[src/rtl/na_wb_arbiter_if.sv]
// Bus bundle between the NA requesters, the arbiter and the NI Wishbone port.
// The master modport is the arbiter's view; slave is the surrounding environment.
interface na_wb_arbiter_if #(
  parameter int NUM_REQ        = 2,
  parameter int NOC_FLIT_WIDTH = 32
);
  logic [NUM_REQ-1:0]                req;
  logic [NUM_REQ-1:0]                enable;
  logic [NUM_REQ*32-1:0]             s_adr_i;
  logic [NUM_REQ*NOC_FLIT_WIDTH-1:0] s_dat_i;
  logic [NUM_REQ-1:0]                s_we_i;
  logic [NUM_REQ-1:0]                s_stb_i;
  logic [NUM_REQ-1:0]                s_cyc_i;
  logic [NUM_REQ-1:0]                s_ack_o;
  logic [NUM_REQ-1:0]                s_err_o;
  logic [NOC_FLIT_WIDTH-1:0]         s_dat_o;
  logic [31:0]                       wb_adr_o;
  logic [NOC_FLIT_WIDTH-1:0]         wb_dat_o;
  logic                              wb_we_o;
  logic                              wb_stb_o;
  logic                              wb_cyc_o;
  logic                              wb_ack_i;
  logic                              wb_err_i;
  logic [NOC_FLIT_WIDTH-1:0]         wb_dat_i;

  modport master (
    input  req, s_adr_i, s_dat_i, s_we_i, s_stb_i, s_cyc_i,
    input  wb_ack_i, wb_err_i, wb_dat_i,
    output enable, s_ack_o, s_err_o, s_dat_o,
    output wb_adr_o, wb_dat_o, wb_we_o, wb_stb_o, wb_cyc_o
  );

  modport slave (
    output req, s_adr_i, s_dat_i, s_we_i, s_stb_i, s_cyc_i,
    output wb_ack_i, wb_err_i, wb_dat_i,
    input  enable, s_ack_o, s_err_o, s_dat_o,
    input  wb_adr_o, wb_dat_o, wb_we_o, wb_stb_o, wb_cyc_o
  );
endinterface

[src/rtl/na_wb_arbiter.sv]
// Round-robin arbiter sharing the NI Wishbone master port between NA units,
// with a watchdog that errors out cycles the NI never acknowledges.
//
// state   | meaning
// IDLE    | no grant, pick next requester at/after the pointer
// GRANT   | one requester owns the Wishbone port
// RELEASE | one idle bus cycle after a grant ends
module na_wb_arbiter #(
  parameter int NUM_REQ        = 2,
  parameter int NOC_FLIT_WIDTH = 32,
  parameter int TIMEOUT        = 256
) (
  input  logic                 clk,
  input  logic                 rst,
  na_wb_arbiter_if.master      bus,
  output logic                 timeout
);

  localparam int PW = (NUM_REQ > 1) ? $clog2(NUM_REQ) : 1;
  localparam int CW = $clog2(TIMEOUT + 1);
  localparam logic [CW-1:0] CNT_LAST = CW'(TIMEOUT - 1);

  typedef enum logic [1:0] {IDLE, GRANT, RELEASE} state_t;

  state_t               state, state_nxt;
  logic [PW-1:0]        ptr, ptr_nxt, gnt, gnt_nxt, sel;
  logic                 found;
  logic [NUM_REQ-1:0]   sel_oh, enable_q, enable_nxt;
  logic [CW-1:0]        cnt, cnt_nxt;
  logic                 g_req, g_cyc, g_stb, g_we;
  logic [31:0]          g_adr;
  logic [NOC_FLIT_WIDTH-1:0] g_dat;
  logic                 waiting, expire;

  // Lowest set bit at or above the pointer wins; otherwise lowest below it.
  always_comb begin
    sel   = '0;
    found = 1'b0;
    for (int i = NUM_REQ - 1; i >= 0; i--)
      if (bus.req[i] && (i < int'(ptr))) begin
        sel   = PW'(i);
        found = 1'b1;
      end
    for (int i = NUM_REQ - 1; i >= 0; i--)
      if (bus.req[i] && (i >= int'(ptr))) begin
        sel   = PW'(i);
        found = 1'b1;
      end
    for (int i = 0; i < NUM_REQ; i++)
      sel_oh[i] = (sel == PW'(i));
  end

  // enable_q is zero outside GRANT, so the AND-OR mux idles the bus by itself.
  always_comb begin
    g_adr = '0;
    g_dat = '0;
    for (int i = 0; i < NUM_REQ; i++)
      if (enable_q[i]) begin
        g_adr = g_adr | bus.s_adr_i[32*i +: 32];
        g_dat = g_dat | bus.s_dat_i[NOC_FLIT_WIDTH*i +: NOC_FLIT_WIDTH];
      end
  end

  assign g_req = |(bus.req & enable_q);
  assign g_cyc = |(bus.s_cyc_i & enable_q);
  assign g_stb = |(bus.s_stb_i & enable_q);
  assign g_we  = |(bus.s_we_i & enable_q);

  assign waiting = (state == GRANT) & g_cyc & g_stb & ~bus.wb_ack_i & ~bus.wb_err_i;
  assign expire  = waiting & (cnt == CNT_LAST);

  always_comb begin
    cnt_nxt = '0;
    if (waiting && !expire)
      cnt_nxt = (cnt == {CW{1'b1}}) ? cnt : cnt + 1'b1;
  end

  always_comb begin
    state_nxt  = state;
    enable_nxt = enable_q;
    ptr_nxt    = ptr;
    gnt_nxt    = gnt;
    case (state)
      IDLE:
        if (found) begin
          gnt_nxt    = sel;
          enable_nxt = sel_oh;
          state_nxt  = GRANT;
        end
      GRANT:
        if (!g_req && !g_cyc) begin
          enable_nxt = '0;
          ptr_nxt    = (gnt == PW'(NUM_REQ - 1)) ? '0 : gnt + PW'(1);
          state_nxt  = RELEASE;
        end
      RELEASE:
        state_nxt = IDLE;
      default: begin
        enable_nxt = '0;
        state_nxt  = IDLE;
      end
    endcase
  end

  always_ff @(posedge clk or negedge rst) begin
    if (!rst) begin
      state    <= IDLE;
      ptr      <= '0;
      gnt      <= '0;
      enable_q <= '0;
      cnt      <= '0;
      timeout  <= 1'b0;
    end else begin
      state    <= state_nxt;
      ptr      <= ptr_nxt;
      gnt      <= gnt_nxt;
      enable_q <= enable_nxt;
      cnt      <= cnt_nxt;
      timeout  <= expire;
    end
  end

  assign bus.enable   = enable_q;
  assign bus.wb_adr_o = g_adr;
  assign bus.wb_dat_o = g_dat;
  assign bus.wb_we_o  = g_we;
  assign bus.wb_cyc_o = g_cyc & ~expire;
  assign bus.wb_stb_o = g_stb & ~expire;
  assign bus.s_ack_o  = enable_q & {NUM_REQ{bus.wb_ack_i}};
  assign bus.s_err_o  = enable_q & {NUM_REQ{bus.wb_err_i | expire}};
  assign bus.s_dat_o  = bus.wb_dat_i;

endmodule

[src/flat_wrapper.sv]
// flat-port wrapper written by rule: the top's interface ports become plain ports
module na_wb_arbiter_flat 
#(
  parameter int NUM_REQ        = 2,
  parameter int NOC_FLIT_WIDTH = 32,
  parameter int TIMEOUT        = 256
)
  (clk, rst, timeout, bus_req, bus_s_adr_i, bus_s_dat_i, bus_s_we_i, bus_s_stb_i, bus_s_cyc_i, bus_wb_ack_i, bus_wb_err_i, bus_wb_dat_i, bus_enable, bus_s_ack_o, bus_s_err_o, bus_s_dat_o, bus_wb_adr_o, bus_wb_dat_o, bus_wb_we_o, bus_wb_stb_o, bus_wb_cyc_o);
  na_wb_arbiter_if #(.NUM_REQ(NUM_REQ), .NOC_FLIT_WIDTH(NOC_FLIT_WIDTH)) bus_i ();
  input  logic clk;
  input  logic rst;
  output logic timeout;
  input wire logic [$bits(bus_i.req)-1:0] bus_req;
  input wire logic [$bits(bus_i.s_adr_i)-1:0] bus_s_adr_i;
  input wire logic [$bits(bus_i.s_dat_i)-1:0] bus_s_dat_i;
  input wire logic [$bits(bus_i.s_we_i)-1:0] bus_s_we_i;
  input wire logic [$bits(bus_i.s_stb_i)-1:0] bus_s_stb_i;
  input wire logic [$bits(bus_i.s_cyc_i)-1:0] bus_s_cyc_i;
  input wire logic [$bits(bus_i.wb_ack_i)-1:0] bus_wb_ack_i;
  input wire logic [$bits(bus_i.wb_err_i)-1:0] bus_wb_err_i;
  input wire logic [$bits(bus_i.wb_dat_i)-1:0] bus_wb_dat_i;
  output wire logic [$bits(bus_i.enable)-1:0] bus_enable;
  output wire logic [$bits(bus_i.s_ack_o)-1:0] bus_s_ack_o;
  output wire logic [$bits(bus_i.s_err_o)-1:0] bus_s_err_o;
  output wire logic [$bits(bus_i.s_dat_o)-1:0] bus_s_dat_o;
  output wire logic [$bits(bus_i.wb_adr_o)-1:0] bus_wb_adr_o;
  output wire logic [$bits(bus_i.wb_dat_o)-1:0] bus_wb_dat_o;
  output wire logic [$bits(bus_i.wb_we_o)-1:0] bus_wb_we_o;
  output wire logic [$bits(bus_i.wb_stb_o)-1:0] bus_wb_stb_o;
  output wire logic [$bits(bus_i.wb_cyc_o)-1:0] bus_wb_cyc_o;
  assign bus_i.req = bus_req;
  assign bus_i.s_adr_i = bus_s_adr_i;
  assign bus_i.s_dat_i = bus_s_dat_i;
  assign bus_i.s_we_i = bus_s_we_i;
  assign bus_i.s_stb_i = bus_s_stb_i;
  assign bus_i.s_cyc_i = bus_s_cyc_i;
  assign bus_i.wb_ack_i = bus_wb_ack_i;
  assign bus_i.wb_err_i = bus_wb_err_i;
  assign bus_i.wb_dat_i = bus_wb_dat_i;
  assign bus_enable = bus_i.enable;
  assign bus_s_ack_o = bus_i.s_ack_o;
  assign bus_s_err_o = bus_i.s_err_o;
  assign bus_s_dat_o = bus_i.s_dat_o;
  assign bus_wb_adr_o = bus_i.wb_adr_o;
  assign bus_wb_dat_o = bus_i.wb_dat_o;
  assign bus_wb_we_o = bus_i.wb_we_o;
  assign bus_wb_stb_o = bus_i.wb_stb_o;
  assign bus_wb_cyc_o = bus_i.wb_cyc_o;
  na_wb_arbiter #(.NUM_REQ(NUM_REQ), .NOC_FLIT_WIDTH(NOC_FLIT_WIDTH), .TIMEOUT(TIMEOUT)) u_core (.clk(clk), .rst(rst), .bus(bus_i), .timeout(timeout));
endmodule
[config.mk]
export PLATFORM = sky130hd
export DESIGN_NAME = na_wb_arbiter_flat
export DESIGN_NICKNAME = d
export VERILOG_FILES = /design/src/rtl/na_wb_arbiter_if.sv /design/src/rtl/na_wb_arbiter.sv /design/src/flat_wrapper.sv
export SDC_FILE = /design/constraint.sdc
export NUM_CORES = 1
export LEC_CHECK = 0
export ABC_AREA = 1
export CAP_MARGIN = 0
export CORE_AREA = 2 2 108 110
export CTS_CLUSTER_DIAMETER = 60
export DETAILED_ROUTE_END_ITERATION = 16
export DIE_AREA = 0 0 110 112
export PLACE_DENSITY = 0.67
export REMOVE_ABC_BUFFERS = 1
export SKIP_CTS_REPAIR_TIMING = 1
export SYNTH_ARGS = -nofsm -noshare
export SYNTH_HDL_FRONTEND = slang
export SYNTH_SLANG_ARGS = --single-unit
[constraint.sdc]
create_clock -name clk -period 1.9 [get_ports clk]
set_input_delay 0.57 -clock clk [delete_from_list [all_inputs] [get_ports clk]]
set_output_delay 0.57 -clock clk [all_outputs]
set_load 0.05 [all_outputs]
== Word level (Yosys, flattened, before mapping) ==
Index checks and enable logic that the tools add are counted.
Cells by class
  $add $sub $neg: 2
  reduce and logical (&&, ||, !) cells: 16
  equality and inequality tests: 7
  bitwise logic cells: 21
  magnitude comparators: 2
  mux-type cells: 18
Operator list (number)
  $mux 32: 4
  $or 32x32->32: 2
  $mux 9: 2
  $and 2x2->2: 6
  $add 9x1->9 const B: 1
  $eq 9x8->1 const B: 1
  $eq 9x9->1 const B: 1
  $mux 2: 4
  $reduce_or 2->1: 4
  $and 1x1->1: 7
  $mux 1: 6
  $pmux 2 s3: 1
  $reduce_and 2->1: 3
  $not 1->1: 5
  $logic_and 1x1->1: 4
  $ne 2x2->1 const B: 2
  $pmux 2 s2: 1
  $logic_not 1->1: 3
  $reduce_and 3->1: 1
  $eq 2x1->1 const B: 1
  $eq 2x2->1 const B: 1
  $logic_not 2->1: 1
  $ne 2x1->1 const B: 1
  $add 1x1->1 const B: 1
  other kinds (3): 3
Word-level totals
  output and inout bits: 106
  flip-flop bits (word level): 16
  input bits: 172
  word-level logic and storage cells: 72

== Logic depth before layout (Yosys ltp) ==
Gate-level depths: netlist of the first run.
  depth in word-level cells: 10
  mapped depth: 10

== Worst setup path after synthesis of the first run ==
OpenSTA, ideal clock, no wires.
  kind: register -> output
  start: register u_core.enable_q[0], in the netlist u_core.bus.enable[0]
  end: output bus_s_err_o[0]
  path slack: -0.638 ns
  data required time: 1.330 ns
  stages on the path, launching flop included: 8
  arrival time: 1.968 ns
  path buffers: 1
  cell sequence: dfrtp_1 > buf_4 > nand2_1 > nand2_2 > nand3_2 > nor2_4 > nand2_1 > a21boi_1
Between the ends
  longest elaborated chain between the ends: 9
  elaborated cells between the ends (all ways): 11
  classes of those cells: bitwise (9); reduce/logical (2)
Ends and longest elaborated chain
  start: declaration: line na_wb_arbiter.sv:28  | logic [NUM_REQ-1:0] sel_oh, enable_q, enable_nxt;
  start signal: assignment: line na_wb_arbiter.sv:117  | enable_q <= enable_nxt;
  $and 2x2->2: line na_wb_arbiter.sv:65  | assign g_cyc = |(bus.s_cyc_i & enable_q);
  $reduce_or 2->1: line na_wb_arbiter.sv:65
  $and 1x1->1 (4 in series): line na_wb_arbiter.sv:69  | assign waiting = (state == GRANT) & g_cyc & g_stb & ~bus.wb_ack_i & ~bus.wb_err_i;
  $and 1x1->1: line na_wb_arbiter.sv:70  | assign expire = waiting & (cnt == CNT_LAST);
  $or 1x1->1: line na_wb_arbiter.sv:130  | assign bus.s_err_o = enable_q & {NUM_REQ{bus.wb_err_i | expire}};
  $and 2x2->2 *: line na_wb_arbiter.sv:130
  end: declaration: line flat_wrapper.sv:24  | output wire logic [$bits(bus_i.s_err_o)-1:0] bus_s_err_o;
Every way passes the cells marked *; elsewhere a longest branch is shown, timed or not.

== Final worst setup path of the first run ==
  start: register u_core.cnt[0]
  end: output bus_wb_cyc_o
Between the ends
  longest elaborated chain between the ends: 4
Ends and longest elaborated chain
  start: declaration: line na_wb_arbiter.sv:29  | logic [CW-1:0] cnt, cnt_nxt;
  start signal: assignment: line na_wb_arbiter.sv:118  | cnt <= cnt_nxt;
  $eq 9x8->1: line na_wb_arbiter.sv:70
  $and 1x1->1: line na_wb_arbiter.sv:70
  via u_core.expire: line na_wb_arbiter.sv:33  | logic waiting, expire;
  $not 1->1: line na_wb_arbiter.sv:127  | assign bus.wb_cyc_o = g_cyc & ~expire;
  $and 1x1->1: line na_wb_arbiter.sv:127
  end: declaration: line flat_wrapper.sv:30  | output wire logic [$bits(bus_i.wb_cyc_o)-1:0] bus_wb_cyc_o;
The timed path passes the listed nets, and every way through them passes these cells.

==> qor.csv, run 1 <==
metric,value,unit
dieArea,12300,um2
synth_cell_types,26,
dp.cells,562,
yosysSeqAreaShare,22.0,%
ios,278,
cts_htree_levels,1,
rows,39,
cts_buffers,3,
worstSetupEndpointType,output port,
synthTopCellsByArea,"a22o_1 (31%), dfrtp_1 (22%), buf_4 (14%)",
hp-class,reg -> reg,
final_area,5850,um2
clock_skew,3.18,ps
r2r_end,u_core.cnt[5]$_DFFE_PN0P_,
tightestPinTransition,377,ps
die_y,112,um
synth-warning-count,0,
r2r_start,u_core.cnt[1]$_DFFE_PN0P_,
gr-usage-met1,20.6,%
clkLatencyLatePin,250,ps
busiest_layer,met2,
grt_max_degree,50,
antenna_left,0,
worst-r2r-cell-count,11,
synth.top_cell.area_share,31.3,%
synth_fa_ha_area_share,2.06,%
gp_congestion,0.865,
ff2ff_setup_slack,20,ps
syn-instance-count,233,
layout.nets,619,
netlist_area,1820,um2
cts_buffer_depth,2,
fillers,894,
sw_frac_of_total,47.2,%
finalWirelength,14200,um
drt_iter0_markers,179,
first_pass_iters,4,
synth-simple-area-share,17.7,%
path_max_fanout,3,
ir_drop,0.000900,V
gr-total-overflow,0,
muxShareOfSynthArea,0,%
start_util,16.3,%
first_global_vias,2595,
endpoint,bus_wb_cyc_o,
area_growth,221,%
maxCapViolations,0,
dp_hpwl,9630,um
setup_slack,-407,ps
postSynthAreaPerCell,7.82,um2
path_clk_slew,50,ps
die_x,110,um
p_leak,2.92,nW
rsz0062_at_grt,yes,
synth.largest_area_cell,a22o_1,
clockRootBuffer,clkbuf_16,
grt_pass1_wl,15900,um
required,1330,ps
synth_xor_xnor_area_share,1.92,%
setup_violations,62,
period_minus_slack,2310,ps
power.internal,0.00499,W
clkPwrFrac,4.7,%
max-slew-margin-rel,74.7,%
fin_cells,586,
comb_power_share,90.1,%
synth_compound_area_share,34.3,%
n_antenna_cell,0,
register_area,403,um2
via_count,2701,
seq_power_share,5.1,%
wl_per_cell,24.3,um
status,"complete, but fails checks",
final.period_utilization,121,%
worstSetupPathType,reg -> out,
cts.sinks,16,
grt_use_total,17.4,%
multi_input_area,1600,um2
hold_viol_final,0,
powerDensity,1620,nW/um2
layout_common_cells,"clkdlybuf4s50_1 (100), buf_12 (79), a22o_4 (55), dlymetal6s2s_1 (39), nand2_1 (29)",
portBuffers,213,
use_met2,29.2,%
final_common_cell,clkdlybuf4s50_1,
post-route-util,52.3,%
p_sw,0.00446,W
maxSlewViolCount,0,
start_kind,flop,
drc,0,
antenna_found_initial,1,
critPathLaunch,u_core.cnt[0]$_DFFE_PN0P_,
critPathArrivalTime,1740,ps
synth-seq-cells,16,
synth_top_family_by_area,compound AO/OA/AOI/OAI gates,
cts_tree,done,
vias_per_cell,4.61,
placedInstanceArea,4720,um2
met3_usage,8.37,%
core_area,11200,um2
drive_gt1_share,45.8,%
violations,setup timing,
post-place-ws,-586,ps
fmaxAchievable,433,MHz
## cells in the mapped netlist
library cell and count:
clkbuf_1 1, nor3_2 1, ha_1 3, a21boi_1 2, nand2_1 33, buf_2 12
nand2_2 4, inv_1 18, o21ai_1 2, dfrtp_1 16, nand3_1 5, nand4_1 4
nor2_2 3, nor2_1 13, nand3_2 1, o21bai_1 2, a21oi_1 1, xnor2_1 1
a22o_1 65, buf_4 35, o21ai_0 2, nor2_4 2, nor3_1 1, inv_2 2
nor4b_1 1, xor2_1 3
## worst min-delay path by stage
stage	slack, ps	from	depth (start not counted)	endpoint
global route	490	u_core.gnt$_DFFE_PN0P_	1	u_core.ptr$_DFFE_PN0P_
CTS	450	u_core.gnt$_DFFE_PN0P_	1	u_core.ptr$_DFFE_PN0P_
floorplan	270	rst	0	u_core.bus.enable[0]$_DFFE_PN0P_
global placement	440	u_core.gnt$_DFFE_PN0P_	1	u_core.ptr$_DFFE_PN0P_
finish	450	u_core.gnt$_DFFE_PN0P_	1	u_core.ptr$_DFFE_PN0P_
detailed placement	440	u_core.gnt$_DFFE_PN0P_	1	u_core.ptr$_DFFE_PN0P_
## area by class of cell
class / count / share of cell area [%]
timing repair buffer: 254 / 59.9
inverter: 20 / 1.28
tap: 143 / 3.06
clock buffer: 4 / 1.52
sequential: 16 / 6.89
multi-input combinational: 149 / 27.4
## metrics by stage
stage	setup TNS, ps	power, W	hold WS, ps
2_1_floorplan	-77240	0.00373	274
3_3_place_gp	-7080	0.00742	436
3_5_place_dp	-7190	0.00744	441
4_1_cts	-7990	0.00794	448
5_1_grt	-10560	0.00969	488
6_report	-8990	0.00945	446
## metal layers
metal  wire length [um]  part of all wire (%)
met4                221                   1.6
met5                  8                 0.056
met1               5250                    37
met2               7220                    51
met3               1540                    11
## power groups by stage
stage / combinational [W] / sequential (W) / clock (W)
floorplan: 0.00299 / 0.000741 / 0
global placement: 0.00694 / 0.000476 / 0
detailed placement: 0.00696 / 0.000479 / 0
CTS: 0.00701 / 0.000473 / 0.000460
global route: 0.00872 / 0.000493 / 0.000480
finish: 0.00852 / 0.000485 / 0.000449
## worst max-delay path: stages, from the launching register on
cell     delay (ps)
dfrtp_1         360
ha_2            200
nor4b_4         190
buf_4           170
ha_4            160
inv_2            60
nor2_4          140
nor2_2           70
buf_12          150
## cells by family (layout without fill, tap and decap cells)
| logic type | Yosys count | in the layout |
|---|---|---|
| xor+xnor | 4 | 4 |
| fa+ha+maj | 3 | 3 |
| buf+inv | 68 | 278 |
| compound gates | 74 | 74 |
| simple gates | 68 | 68 |
| flops | 16 | 16 |
## state kept, by name, indices dropped and copies added (netlist names)
signal	flops
u_core.bus.enable	2
u_core.cnt	9
u_core.gnt	1
u_core.ptr	1
u_core.state	2
u_core.timeout	1
Power figures use the tool's default switching activity.
==> run 2, diff against run 1 <==
--- a/config.mk
+++ b/config.mk
@@ -6,6 +6,7 @@
 export NUM_CORES = 1
 export LEC_CHECK = 0
 export ABC_AREA = 1
+export ABC_CLOCK_PERIOD_IN_PS = 1900
 export CAP_MARGIN = 0
 export CORE_AREA = 2 2 108 110
 export CTS_CLUSTER_DIAMETER = 60
==> results of run 2 <==
No change in the layout: final DEF, timing and power equal those of run 1.
==> run 3, diff against run 2 <==
--- a/config.mk
+++ b/config.mk
@@ -13,6 +13,7 @@
 export DETAILED_ROUTE_END_ITERATION = 16
 export DIE_AREA = 0 0 110 112
 export PLACE_DENSITY = 0.67
+export RECOVER_POWER = 100
 export REMOVE_ABC_BUFFERS = 1
 export SKIP_CTS_REPAIR_TIMING = 1
 export SYNTH_ARGS = -nofsm -noshare
==> qor.csv, run 3 (synthesis results as in run 1) <==
metric,value,unit,change
first_pass_iters,4,,unchanged
gr-total-overflow,0,,unchanged
maxSlewViolCount,0,,unchanged
path_buf_inv,3,,unchanged
clkLatencyLatePin,250,ps,about the same
crit_cells,8,,unchanged
hp-class,reg -> reg,,
r2r_start,u_core.cnt[1]$_DFFE_PN0P_,,
via_count,2715,,+0.52%
final_area,5840,um2,-0.17%
multi_input_area,1600,um2,-0.16%
grt_use_total,17.4,%,unchanged
dp_hpwl,9630,um,unchanged
placedInstanceArea,4720,um2,unchanged
worst-r2r-cell-count,11,,unchanged
endpoint,bus_wb_cyc_o,,
dieArea,12300,um2,unchanged
rows,39,,unchanged
period_minus_slack,2310,ps,-1.03 ps
vias_per_cell,4.63,,+0.52%
clock_skew,3.65,ps,+0.472 ps
path_max_fanout,3,,unchanged
cts_tree,done,,
hold_viol_final,0,,unchanged
finalWirelength,14200,um,about the same
setup_slack,-406,ps,+1.03 ps
max-slew-margin-rel,41.1,%,-34 points
violations,setup timing,,
largest-register,u_core.cnt,,
die_x,110,um,unchanged
portBuffers,213,,unchanged
drt_iter0_markers,154,,-14%
ir_drop,0.000900,V,about the same
core_area,11200,um2,unchanged
layout_common_cells,"clkdlybuf4s50_1 (99), buf_12 (79), a22o_4 (55), dlymetal6s2s_1 (39), nand2_1 (29)",,
rsz0062_at_grt,yes,,
cts_buffers,3,,unchanged
area_growth,221,%,
status,"complete, but fails checks",,
register_area,403,um2,unchanged
path_cells,ha_2 > nor4b_4 > buf_4 > ha_4 > inv_2 > nor2_4 > nor2_2 > buf_12,,
drc,0,,unchanged
n_antenna_cell,0,,unchanged
required,1330,ps,about the same
grt_pass1_wl,15900,um,unchanged
path_clk_slew,50,ps,about the same
die_y,112,um,unchanged
cp_slowest_cell,dfrtp_1,,
crit_family,simple AND/OR/NAND/NOR gates,,
p_leak,2.91,nW,-0.28%
cts.sinks,16,,unchanged
clockRootBuffer,clkbuf_16,,
final_common_cell,clkdlybuf4s50_1,,
powerDensity,1620,nW/um2,+0.11%
start_kind,flop,,
first_global_vias,2595,,unchanged
start_util,16.3,%,unchanged
setup_violations,61,,-1.6%
cts_buffer_depth,2,,unchanged
antenna_found_initial,1,,unchanged
tightestPinTransition,883,ps,+506 ps
dp.cells,562,,unchanged
wl_per_cell,24.3,um,about the same
max_stage_delay,350,ps,about the same
fin_cells,586,,unchanged
fmaxAchievable,434,MHz,about the same
largest_reg_flops,9,,unchanged
gp_congestion,0.865,,unchanged
worstSetupPathType,reg -> out,,
r2r_end,u_core.cnt[5]$_DFFE_PN0P_,,
maxCapViolations,0,,unchanged
post-route-util,52.3,%,-0.090 points
fillers,899,,+0.56%
layout.nets,619,,unchanged
critPathArrivalTime,1740,ps,about the same
ios,278,,unchanged
ff2ff_setup_slack,20,ps,about the same
critPathLaunch,u_core.cnt[0]$_DFFE_PN0P_,,
grt_max_degree,50,,unchanged
drive_gt1_share,45.1,%,-0.68 points
final.period_utilization,121,%,about the same
antenna_left,0,,unchanged
cts_htree_levels,1,,unchanged
hp-start,u_core.gnt$_DFFE_PN0P_,,
worstSetupEndpointType,output port,,
==> run 3: how the worst min path moves through the flow <==
stage               cells after the start                          endpoint
global placement                        1            u_core.ptr$_DFFE_PN0P_
floorplan                               0  u_core.bus.enable[0]$_DFFE_PN0P_
finish                                  1            u_core.ptr$_DFFE_PN0P_
CTS                                     1            u_core.ptr$_DFFE_PN0P_
detailed placement                      1            u_core.ptr$_DFFE_PN0P_
global route                            1            u_core.ptr$_DFFE_PN0P_
==> run 3: cell type report <==
| class | count | area share (%) |
|---|---|---|
| timing repair buffer | 254 | 59.9 |
| clock buffer | 4 | 1.52 |
| inverter | 20 | 1.29 |
| tap | 143 | 3.06 |
| multi-input combinational | 149 | 27.4 |
| sequential | 16 | 6.90 |
==> run 3: stage by stage <==
stage	TNS, ps	power [W]	setup slack [ps]	hold slack, ps
2_1_floorplan	-77240	0.00373	-1690	274
3_3_place_gp	-7080	0.00742	-538	436
3_5_place_dp	-7190	0.00744	-586	441
4_1_cts	-7990	0.00794	-638	448
5_1_grt	-10560	0.00969	-482	488
6_report	-9020	0.00945	-406	446
==> run 3: layer usage <==
metal	vias to the layer above	global-route usage (%)	share of wire, %
li1	1221	-	-
met1	1329	20.6	37
met2	147	29.2	51
met3	16	8.37	11
met5	-	1.26	0.056
met4	2	1.52	1.6
==> run 3: where the power goes <==
group / leakage (nW) / internal (W) / switching (W) / total (W)
logic: 2.65 / 0.00426 / 0.00425 / 0.00851
clock network: 0.0442 / 0.000320 / 0.000129 / 0.000449
registers: 0.213 / 0.000404 / 0.0000810 / 0.000485
total: 2.91 / 0.00499 / 0.00446 / 0.00945
